[src/rtl/blob_width_packer_pkg.sv]
`timescale 1ns/1ps
`default_nettype none
// ============================================================================
//  Module      : blob_width_packer_pkg
//  Description : Shared layer-datapath constants. Beat widths, the element
//                (lane) width and the derived input-to-output width ratio are
//                used by every blob layer block so they agree on packing.
//  Revision    : 1.0 - initial release
// ============================================================================
package blob_width_packer_pkg;

    localparam int BLOB_DIN_DW  = 64;
    localparam int BLOB_DOUT_DW = 512;
    localparam int BLOB_LANE_DW = 16;
    localparam int BLOB_RATIO   = BLOB_DOUT_DW / BLOB_DIN_DW;

    // Occupancy of the two-entry output queue (0, 1 or 2).
    typedef logic [1:0] fifo_cnt_t;

    localparam fifo_cnt_t C_FIFO_DEPTH = 2'd2;

    // Width of a counter that indexes RATIO beats; never narrower than 1 bit.
    function automatic int cnt_width(input int ratio);
        return (ratio > 1) ? $clog2(ratio) : 1;
    endfunction

endpackage : blob_width_packer_pkg
`default_nettype wire

[src/rtl/blob_width_packer_skid_fifo.sv]
`timescale 1ns/1ps
`default_nettype none
// ============================================================================
//  Module      : blob_skid_fifo
//  Description : Two-entry FIFO holding packed words (data + eop flag) on
//                their way to the downstream row buffer.
//  Ports       : clk        - clock, rising edge
//                rst        - asynchronous, active-low reset
//                push       - write push_data (ignored when full)
//                push_data  - word to enqueue
//                pop        - drop the head entry (ignored when empty)
//                head_data  - current head entry (zero while reset/unused)
//                empty/full - occupancy flags
//  Revision    : 1.0 - initial release
// ============================================================================
module blob_skid_fifo
    import blob_width_packer_pkg::*;
#(
    parameter int WIDTH = BLOB_DOUT_DW + 1
) (
    input  logic             clk,
    input  logic             rst,
    input  logic             push,
    input  logic [WIDTH-1:0] push_data,
    input  logic             pop,
    output logic [WIDTH-1:0] head_data,
    output logic             empty,
    output logic             full
);

    logic [WIDTH-1:0] mem_q [2];
    logic [WIDTH-1:0] mem_d [2];
    logic             wr_ptr_q;
    logic             wr_ptr_d;
    logic             rd_ptr_q;
    logic             rd_ptr_d;
    fifo_cnt_t        count_q;
    fifo_cnt_t        count_d;
    logic             w_do_push;
    logic             w_do_pop;

    always_comb begin
        mem_d     = mem_q;
        wr_ptr_d  = wr_ptr_q;
        rd_ptr_d  = rd_ptr_q;
        count_d   = count_q;
        w_do_push = push & (count_q != C_FIFO_DEPTH);
        w_do_pop  = pop & (count_q != 2'd0);

        if (w_do_push) begin
            mem_d[wr_ptr_q] = push_data;
            wr_ptr_d        = ~wr_ptr_q;
        end
        if (w_do_pop) begin
            rd_ptr_d = ~rd_ptr_q;
        end

        // Simultaneous push and pop leaves the occupancy unchanged.
        case ({w_do_push, w_do_pop})
            2'b10:   count_d = count_q + 2'd1;
            2'b01:   count_d = count_q - 2'd1;
            default: count_d = count_q;
        endcase
    end

    always_ff @(posedge clk or negedge rst) begin
        if (!rst) begin
            mem_q[0] <= '0;
            mem_q[1] <= '0;
            wr_ptr_q <= 1'b0;
            rd_ptr_q <= 1'b0;
            count_q  <= 2'd0;
        end else begin
            mem_q[0] <= mem_d[0];
            mem_q[1] <= mem_d[1];
            wr_ptr_q <= wr_ptr_d;
            rd_ptr_q <= rd_ptr_d;
            count_q  <= count_d;
        end
    end

    assign head_data = mem_q[rd_ptr_q];
    assign empty     = (count_q == 2'd0);
    assign full      = (count_q == C_FIFO_DEPTH);

endmodule : blob_skid_fifo
`default_nettype wire

[src/rtl/blob_width_packer.sv]
`timescale 1ns/1ps
`default_nettype none
// ============================================================================
//  Module      : blob_width_packer
//  Description : Packs RATIO narrow layer-output beats into one wide word for
//                the next layer's row buffer, optionally applying ReLU on each
//                fixed-point lane. Short frames (eop before RATIO beats) are
//                zero-filled. Words leave through a two-entry FIFO.
//  Ports       : clk            - clock, rising edge
//                rst            - asynchronous, active-low reset
//                blob_din       - input beat (DIN_DW)
//                blob_din_en    - input beat valid
//                blob_din_eop   - input beat is last of frame
//                blob_din_rdy   - packer accepts a beat this cycle
//                blob_dout      - packed word (DOUT_DW), beat 0 in the LSBs
//                blob_dout_en   - packed word valid
//                blob_dout_eop  - packed word is last of frame
//                blob_dout_rdy  - downstream accepts a word this cycle
//  Revision    : 1.0 - initial release
// ============================================================================
module blob_width_packer
    import blob_width_packer_pkg::*;
#(
    parameter int DIN_DW  = BLOB_DIN_DW,
    parameter int DOUT_DW = BLOB_DOUT_DW,
    parameter int LANE_DW = BLOB_LANE_DW,
    parameter int RELU    = 1
) (
    input  logic               clk,
    input  logic               rst,
    input  logic [DIN_DW-1:0]  blob_din,
    input  logic               blob_din_en,
    input  logic               blob_din_eop,
    output logic               blob_din_rdy,
    output logic [DOUT_DW-1:0] blob_dout,
    output logic               blob_dout_en,
    output logic               blob_dout_eop,
    input  logic               blob_dout_rdy
);

    localparam int RATIO = DOUT_DW / DIN_DW;
    localparam int NLANE = DIN_DW / LANE_DW;
    localparam int CNT_W = cnt_width(RATIO);

    localparam logic [CNT_W-1:0] C_LAST_LANE = CNT_W'(RATIO - 1);

    logic [DIN_DW-1:0]  w_din_act;
    logic               w_accept;
    logic               w_push;
    logic [DOUT_DW-1:0] w_word_ins;
    logic [DOUT_DW-1:0] word_q;
    logic [DOUT_DW-1:0] word_d;
    logic [CNT_W-1:0]   lane_q;
    logic [CNT_W-1:0]   lane_d;
    logic               w_fifo_pop;
    logic               w_fifo_empty;
    logic               w_fifo_full;
    logic [DOUT_DW:0]   w_fifo_head;

    // ------------------------------------------------------------------
    // Per-lane activation: a set MSB marks a negative fixed-point value.
    // ------------------------------------------------------------------
    generate
        if (RELU != 0) begin : g_relu
            for (genvar l = 0; l < NLANE; l++) begin : g_lane
                assign w_din_act[l*LANE_DW +: LANE_DW] =
                    blob_din[l*LANE_DW + LANE_DW - 1] ? '0
                                                      : blob_din[l*LANE_DW +: LANE_DW];
            end
        end else begin : g_pass
            assign w_din_act = blob_din;
        end
    endgenerate

    assign w_accept = blob_din_en & blob_din_rdy;

    // ------------------------------------------------------------------
    // Packing datapath. The partial word is cleared after every push, so
    // lanes not yet written are already zero: a short frame is zero-filled
    // simply by pushing the partial word with the current beat inserted.
    // ------------------------------------------------------------------
    always_comb begin
        w_word_ins = word_q;
        for (int k = 0; k < RATIO; k++) begin
            if (lane_q == CNT_W'(k)) begin
                w_word_ins[k*DIN_DW +: DIN_DW] = w_din_act;
            end
        end

        w_push = w_accept & (blob_din_eop | (lane_q == C_LAST_LANE));

        word_d = word_q;
        lane_d = lane_q;
        if (w_accept) begin
            if (w_push) begin
                word_d = '0;
                lane_d = '0;
            end else begin
                word_d = w_word_ins;
                lane_d = lane_q + 1'b1;
            end
        end
    end

    always_ff @(posedge clk or negedge rst) begin
        if (!rst) begin
            word_q <= '0;
            lane_q <= '0;
        end else begin
            word_q <= word_d;
            lane_q <= lane_d;
        end
    end

    // ------------------------------------------------------------------
    // Output queue. Accepting only while not full guarantees every push
    // lands, so no back-pressure path into the packing logic is needed.
    // ------------------------------------------------------------------
    assign w_fifo_pop = blob_dout_en & blob_dout_rdy;

    blob_skid_fifo #(
        .WIDTH     (DOUT_DW + 1)
    ) u_fifo (
        .clk       (clk),
        .rst       (rst),
        .push      (w_push),
        .push_data ({blob_din_eop, w_word_ins}),
        .pop       (w_fifo_pop),
        .head_data (w_fifo_head),
        .empty     (w_fifo_empty),
        .full      (w_fifo_full)
    );

    // Gating with rst keeps rdy low while reset is held and lets it rise in
    // the very first cycle after release.
    assign blob_din_rdy  = rst & ~w_fifo_full;
    assign blob_dout_en  = ~w_fifo_empty;
    assign blob_dout     = w_fifo_head[DOUT_DW-1:0];
    assign blob_dout_eop = w_fifo_head[DOUT_DW];

endmodule : blob_width_packer
`default_nettype wire
[config.mk]
export PLATFORM = sky130hd
export DESIGN_NAME = blob_width_packer
export DESIGN_NICKNAME = d
export VERILOG_FILES = /design/src/rtl/blob_width_packer_pkg.sv /design/src/rtl/blob_width_packer_skid_fifo.sv /design/src/rtl/blob_width_packer.sv
export SDC_FILE = /design/constraint.sdc
export NUM_CORES = 2
export LEC_CHECK = 0
export ABC_AREA = 0
export ABC_CLOCK_PERIOD_IN_PS = 2460
export CORE_ASPECT_RATIO = 0.9
export CORE_MARGIN = 2
export CORE_UTILIZATION = 35
export CTS_BUF_LIST = sky130_fd_sc_hd__clkbuf_2
export CTS_CLUSTER_SIZE = 10
export DETAILED_ROUTE_END_ITERATION = 12
export PLACE_DENSITY_LB_ADDON = 0.1
export RECOVER_POWER = 50
export SYNTH_ARGS = -nofsm -noshare
export SYNTH_HDL_FRONTEND = slang
export SYNTH_SLANG_ARGS = --single-unit
export TNS_END_PERCENT = 100
[constraint.sdc]
create_clock -name clk -period 2.46 [get_ports clk]
set_clock_uncertainty 0.15 [all_clocks]
set_input_delay 0.369 -clock clk [delete_from_list [all_inputs] [get_ports clk]]
set_output_delay 0.369 -clock clk [all_outputs]
set_load 0.005 [all_outputs]
# Word-level counts from Yosys, hierarchy flattened
# Index checks and enable logic that the tools add are counted.
# totals
ff_bits	1545
inputBits	69
out_inout_bits	515
wordCells	63
# classes
bitwise	13
eq_ne	11
n_reduce_logical	5
add_sub_neg	3
magnitude_cmp	3
muxes	21
# op_table
operator	count
$mux W513	4
$bwmux W1026	1
$demux W513 S1	1
$mux W512	1
$mux W64	8
$mux W15	4
$eq A3 B3 Y1 const B	4
$and A1 B1 Y1	6
$eq A3 B2 Y1 const B	2
$eq A2 B2 Y1 const B	2
$ge A2 B2 Y1 const B	2
$not A1 Y1	4
$not A1 Y2	2
$pmux W2 S2	1
$reduce_bool A2 Y1	2
$add A3 B1 Y3 const B	1
$eq A3 B1 Y1 const B	1
$logic_not A3 Y1	1
$mux W3	1
$add A2 B1 Y2 const B	1
$eq A2 B1 Y1 const B	1
$logic_not A2 Y1	1
$lt A2 B1 Y1 const B	1
$ne A2 B2 Y1 const B	1
3 further kinds	3

# Logic depth before layout (Yosys ltp)
# depth
word_depth	8
ltp_mapped	10
depth_no_buf	9

# By module
# Synthesis repeated with hierarchy kept, for this count alone.
# hier_totals
hier_cells	5086
area_unflattened_um2	69080.0
# by_module_without_submodules
module	area_each_um2	seq_area_each_um2	cells_per_inst	n_inst
blob_skid_fifo	44747.9	25774.7	2754	1
blob_width_packer	24332.1	12887.4	2332	1

# Least setup slack after synthesis
# OpenSTA, ideal clock, no wires.
# synth_timing
path_type	reg-to-reg
startpoint	reg lane_q[0]
endpoint	reg u_fifo.mem_q[271] (netlist bit)
stages_incl_launch_ff	10
path_slack_ps	106
arrival_ps	2077
path_buffers	4
setup_time_ps	128
cell_sequence	dfrtp_1 > ha_1 > ha_1 > or2_1 > buf_2 > and4_1 > buf_6 > buf_6 > buf_6 > mux2_1
# synth_via
elab_chain_cells	4
# synth_rtl
element	line_no	source
start: declaration	blob_width_packer.sv:53	logic [CNT_W-1:0] lane_q;
start signal: assignment	blob_width_packer.sv:111	lane_q <= lane_d;
$eq A3 B3 Y1	blob_width_packer.sv:90	w_push = w_accept & (blob_din_eop | (lane_q == C_LAST_LANE));
$or A1 B1 Y1	blob_width_packer.sv:90	
$and A1 B1 Y1	blob_width_packer.sv:90	
$and A1 B1 Y1	blob_width_packer_skid_fifo.sv:47	w_do_push = push & (count_q != C_FIFO_DEPTH);
end: declaration	blob_width_packer_skid_fifo.sv:31	logic [WIDTH-1:0] mem_q [2];
# Parallel ways exist; a longest one is shown, timed or not.
# A chain may end at the register's enable or synchronous reset.

# Final worst setup path
# layout_timing
startpoint	reg u_fifo.rd_ptr_q
endpoint	out blob_dout[161]
# layout_via
elab_chain_cells	4
# layout_rtl
element	line_no	source
start: declaration	blob_width_packer_skid_fifo.sv:35	logic rd_ptr_q;
start signal: assignment	blob_width_packer_skid_fifo.sv:77	rd_ptr_q <= rd_ptr_d;
$not A1 Y2 (implied by the code)	blob_width_packer_skid_fifo.sv:82	assign head_data = mem_q[rd_ptr_q];
$mux W513 (implied by the code) (3 in a row)	blob_width_packer_skid_fifo.sv:82	
end: declaration	blob_width_packer.sv:35	output logic [DOUT_DW-1:0] blob_dout,
# No other way between the ends. The select of a mux whose other input is x is not followed.

==> summary.txt <==
Outcome
  • Status: finished, violations left
  • Violated checks: setup timing

Logic synthesis
  • Synth warn: 0
  • Synth unique cells: 34
  • Post-Syn Area: 0.06984 mm^2
  • Cell count after synthesis: 4620
  • Avg Cell Area, Syn: 15.12 um^2
  • Sequential share of the synthesized area: 55.36%
  • Register bit count reported by yosys: 1545
  • Syn Nets: 4696

Detailed routing
  • Routed Antenna Nets: 0
  • Highest metal used: met5
  • Post-DR vias/cell: 5.009
  • Vias: 44190
  • M1 WL: 107.4 mm
  • Post-DR wirelength/cell: around 26 um
  • TritonRoute pass-1 iters: 5
  • DRT iter0 DRCs: around 2300
  • Met3 routed WL: 8.151 mm
  • WL met2: 108.7 mm
  • Routed WL: roughly 230 mm
  • Drc violations: 0

Timing
  • RSZ-0062 raised after global routing: yes
  • Max Slew Vio Count: 0
  • Final worst path period need: 4.270 ns
  • Final period utilization: 173.6%
  • Worst Tran Pin Value: 1.259 ns
  • Hold WS: about 0.3 ns
  • Final hold violation count: 0
  • Relative max-transition margin: 16.06%
  • Total negative slack: -1442.02 ns
  • Setup violations, final: 3032
  • Max frequency: 234.2 MHz
  • Final worst setup slack: -1.810 ns

Critical path
  • Flop2flop setup slack: -0.05 ns
  • Worst-path cell chain: buf_4 > buf_12 > clkbuf_16 > buf_12 > mux2_2 > clkdlybuf4s50_1
  • Req. time, crit path: 1.94 ns
  • Critical path's top delay family: buffers and inverters
  • Crit start category: flip-flop
  • Worst r2r src: lane_q[0]
  • Type of the worst setup path: flip-flop to output pin
  • RR Endpoint: word_q[341]
  • Crit-path slowest cell: dfrtp_4
  • R2R depth: 8
  • Critical path data arrival time: 3.75 ns
  • Crit Path Max Fanout: 17
  • Most Frequent Cell on Critical Path: buf_12
  • Buffers and inverters on the worst path: 5
  • Crit. End Element: output pin
  • Slowest stage delay, CP: 0.53 ns

Clock network
  • Clock Sinks: 1545
  • Num CTS Buffers: approximately 430
  • Clock slew at the register clock pins of the worst setup and hold paths: about 0.11 ns
  • Worst-Skew Late Latency: 1.89 ns
  • Max Buffers Root-to-Sink: 4
  • H-tree levels: 5
  • CTS tree: built
  • Clock root buffer: clkbuf_2

Floorplan
  • Initial Utilization: between 30% and 40%
  • Core outline area: 0.1982 mm^2
  • Die W: 474.9 um
  • Die Ht: 427.8 um
  • Io pins: 584
  • Die Area: 0.2031 mm^2
  • Row cnt: 155

Final layout
  • Final net count: 5939
  • Fin cells: 8822
  • Area grow syn2layout: 26.28%
  • Share of cells above drive strength 1: between 30% and 40%
  • Post-layout instance area: 0.08819 mm^2
  • Finished Core Util: 44.50%

Min path
  • Type of the worst min-delay path: primary input to flip-flop
  • Hold Crit Endpoint: word_q[26]
  • Hold Path Cell Cnt: 5
  • Hold Crit Start: blob_din[31]

GRT
  • Initial antenna violation count: 12
  • Largest net degree at the start of global routing: 179
  • GRT overflow: 0
  • Gr usage total: 22.39%
  • Vias in the first global route: 47760
  • First-pass GRT wire length: between 300 and 400 mm

Placed design
  • Hpwl dp: approximately 140 mm
  • Placed cell area: approximately 0.082 mm^2
  • Placer Congestion: 0.7613
  • I/O Buffers: 583
  • Cells after DPL: 7848

Power and ir drop
  • VDD IR-drop max: 0.4969 mV
  • Leakage: around 45 nW
  • PD cells: 807.1 mW/mm^2

Job
  • Max cap viols: 0
==> worst max path at each step <==
stage	start	cells past startpoint	to
final	u_fifo.rd_ptr_q	6	blob_dout[161]
after detailed placement	blob_din_en	7	u_fifo.mem_q[752]
after CTS	u_fifo.rd_ptr_q	4	blob_dout[61]
after floorplan	lane_q[0]	9	u_fifo.mem_q[271]
after global placement	blob_din_en	6	u_fifo.mem_q[29]
after global routing	u_fifo.rd_ptr_q	5	blob_dout[100]
==> cells in the final DEF, fill, tap and decap left out, drive strengths merged, types with 6 or more instances in the layout <==
cell           Yosys  routed
clkbuf           156     665
diode              0      11
ha                 7       7
o211ai             7       7
buf              236     381
and2b             26      26
clkdlybuf4s50      0     489
clkdlybuf4s15      0      11
a22o             420     420
inv                4      12
dfrtp           1545    1545
clkinv             0      71
nand2              6       6
dlygate4sd3        0     234
and2              46      46
nor2b            122     122
dlymetal6s2s       0      51
mux2            2019    2019
==> kinds of logic (layout without fill, tap and decap cells) <==
logic type / Yosys count / count (layout) / share of synthesized area, %
other: 0 / 11 / 0
flip-flops: 1545 / 1545 / 55.36
adder cells (fa/ha/maj): 7 / 7 / 0.1254
buffers and inverters: 396 / 1918 / 3.820
multiplexers: 2019 / 2019 / 33.16
AND/OR/NAND/NOR: 216 / 216 / 2.042
AO/OA/AOI/OAI: 432 / 432 / 5.436
XOR/XNOR: 5 / 5 / 0.06272
==> synth_stat cells <==
cell,instances,area share [%]
a22o_1,420,5.3
and2b_1,26,0.28
or2_1,1,0.0090
buf_4,4,0.043
or2_2,1,0.0090
buf_2,103,0.74
xor2_1,3,0.038
nand2b_1,1,0.0090
nor4_4,3,0.091
nor2b_1,122,1.1
clkbuf_2,1,0.0072
nor2_1,2,0.011
ha_1,7,0.13
and2_1,46,0.41
xnor2_1,2,0.025
dfrtp_1,1545,55
o21ai_0,3,0.021
o31ai_1,1,0.011
nand2_1,6,0.032
mux2_1,733,12
mux2_4,112,2.4
nor4_1,1,0.0090
buf_1,6,0.032
a21o_1,1,0.011
buf_8,16,0.34
nor3_1,1,0.0072
mux2_2,1174,19
clkbuf_1,155,0.83
o211ai_2,7,0.13
and4_1,5,0.063
inv_1,4,0.021
buf_6,101,1.6
nor4_2,1,0.018
buf_12,6,0.17
==> stage by stage <==
| step | setup slack (ns) | total power [W] |
|---|---|---|
| finish | -1.810 | 0.07118 |
| floorplan | 0.1059 | 0.04168 |
| global route | -2.071 | 0.07530 |
| CTS | -2.134 | 0.07203 |
| detailed placement | -0.2118 | 0.05272 |
| global placement | -0.2270 | 0.05255 |
==> final cells by class <==
type	count	area, um^2
Antenna cell	11	27.53
Clock buffer	629	3148
Clock inverter	80	330.3
Fill cell	18260	110000
Inverter	4	15.01
Multi-Input combinational cell	2679	28880
Sequential cell	1545	38670
Tap cell	2669	3339
Timing Repair Buffer	1205	13790
==> tightest hold or removal path: cells and delay by family <==
kind,cells,cell delay [ns]
compound gates,1,0.24
buf+inv,3,1.37
simple gates,1,0.24
==> registers in the layout, indices dropped and copies added (netlist names) <==
signal / cells
u_fifo.wr_ptr_q: 1
u_fifo.rd_ptr_q: 1
word_q: 512
u_fifo.mem_q: 1026
u_fifo.count_q: 2
lane_q: 3
==> report_power, final <==
part / switching (W) / internal (W) / leakage, nW / total (W)
clock: 0.0110 / 0.00680 / 2.78 / 0.0178
sequential: 0.00160 / 0.0286 / 21.4 / 0.0302
combinational: 0.0110 / 0.0121 / 20.8 / 0.0231
==> metal layers <==
| layer | global-route usage (%) | up-vias |
|---|---|---|
| li1 | - | 19510 |
| met5 | 0 | - |
| met2 | 35.94 | 965 |
| met4 | 6.497 | 4 |
| met3 | 3.627 | 349 |
| met1 | 31.19 | 23360 |
==> repair_timing <==
| item | 4_1_cts | 5_1_grt |
|---|---|---|
| resized for setup | 130 | 122 |
| buffers inserted | 4 | 9 |
| hold buffers | 234 | 0 |
| hold endpoints to repair | 3090 | 0 |
| setup endpoints to repair | 558 | 1183 |
| cloned | 3 | 5 |
No activity file was read; power rests on OpenSTA's default activity.
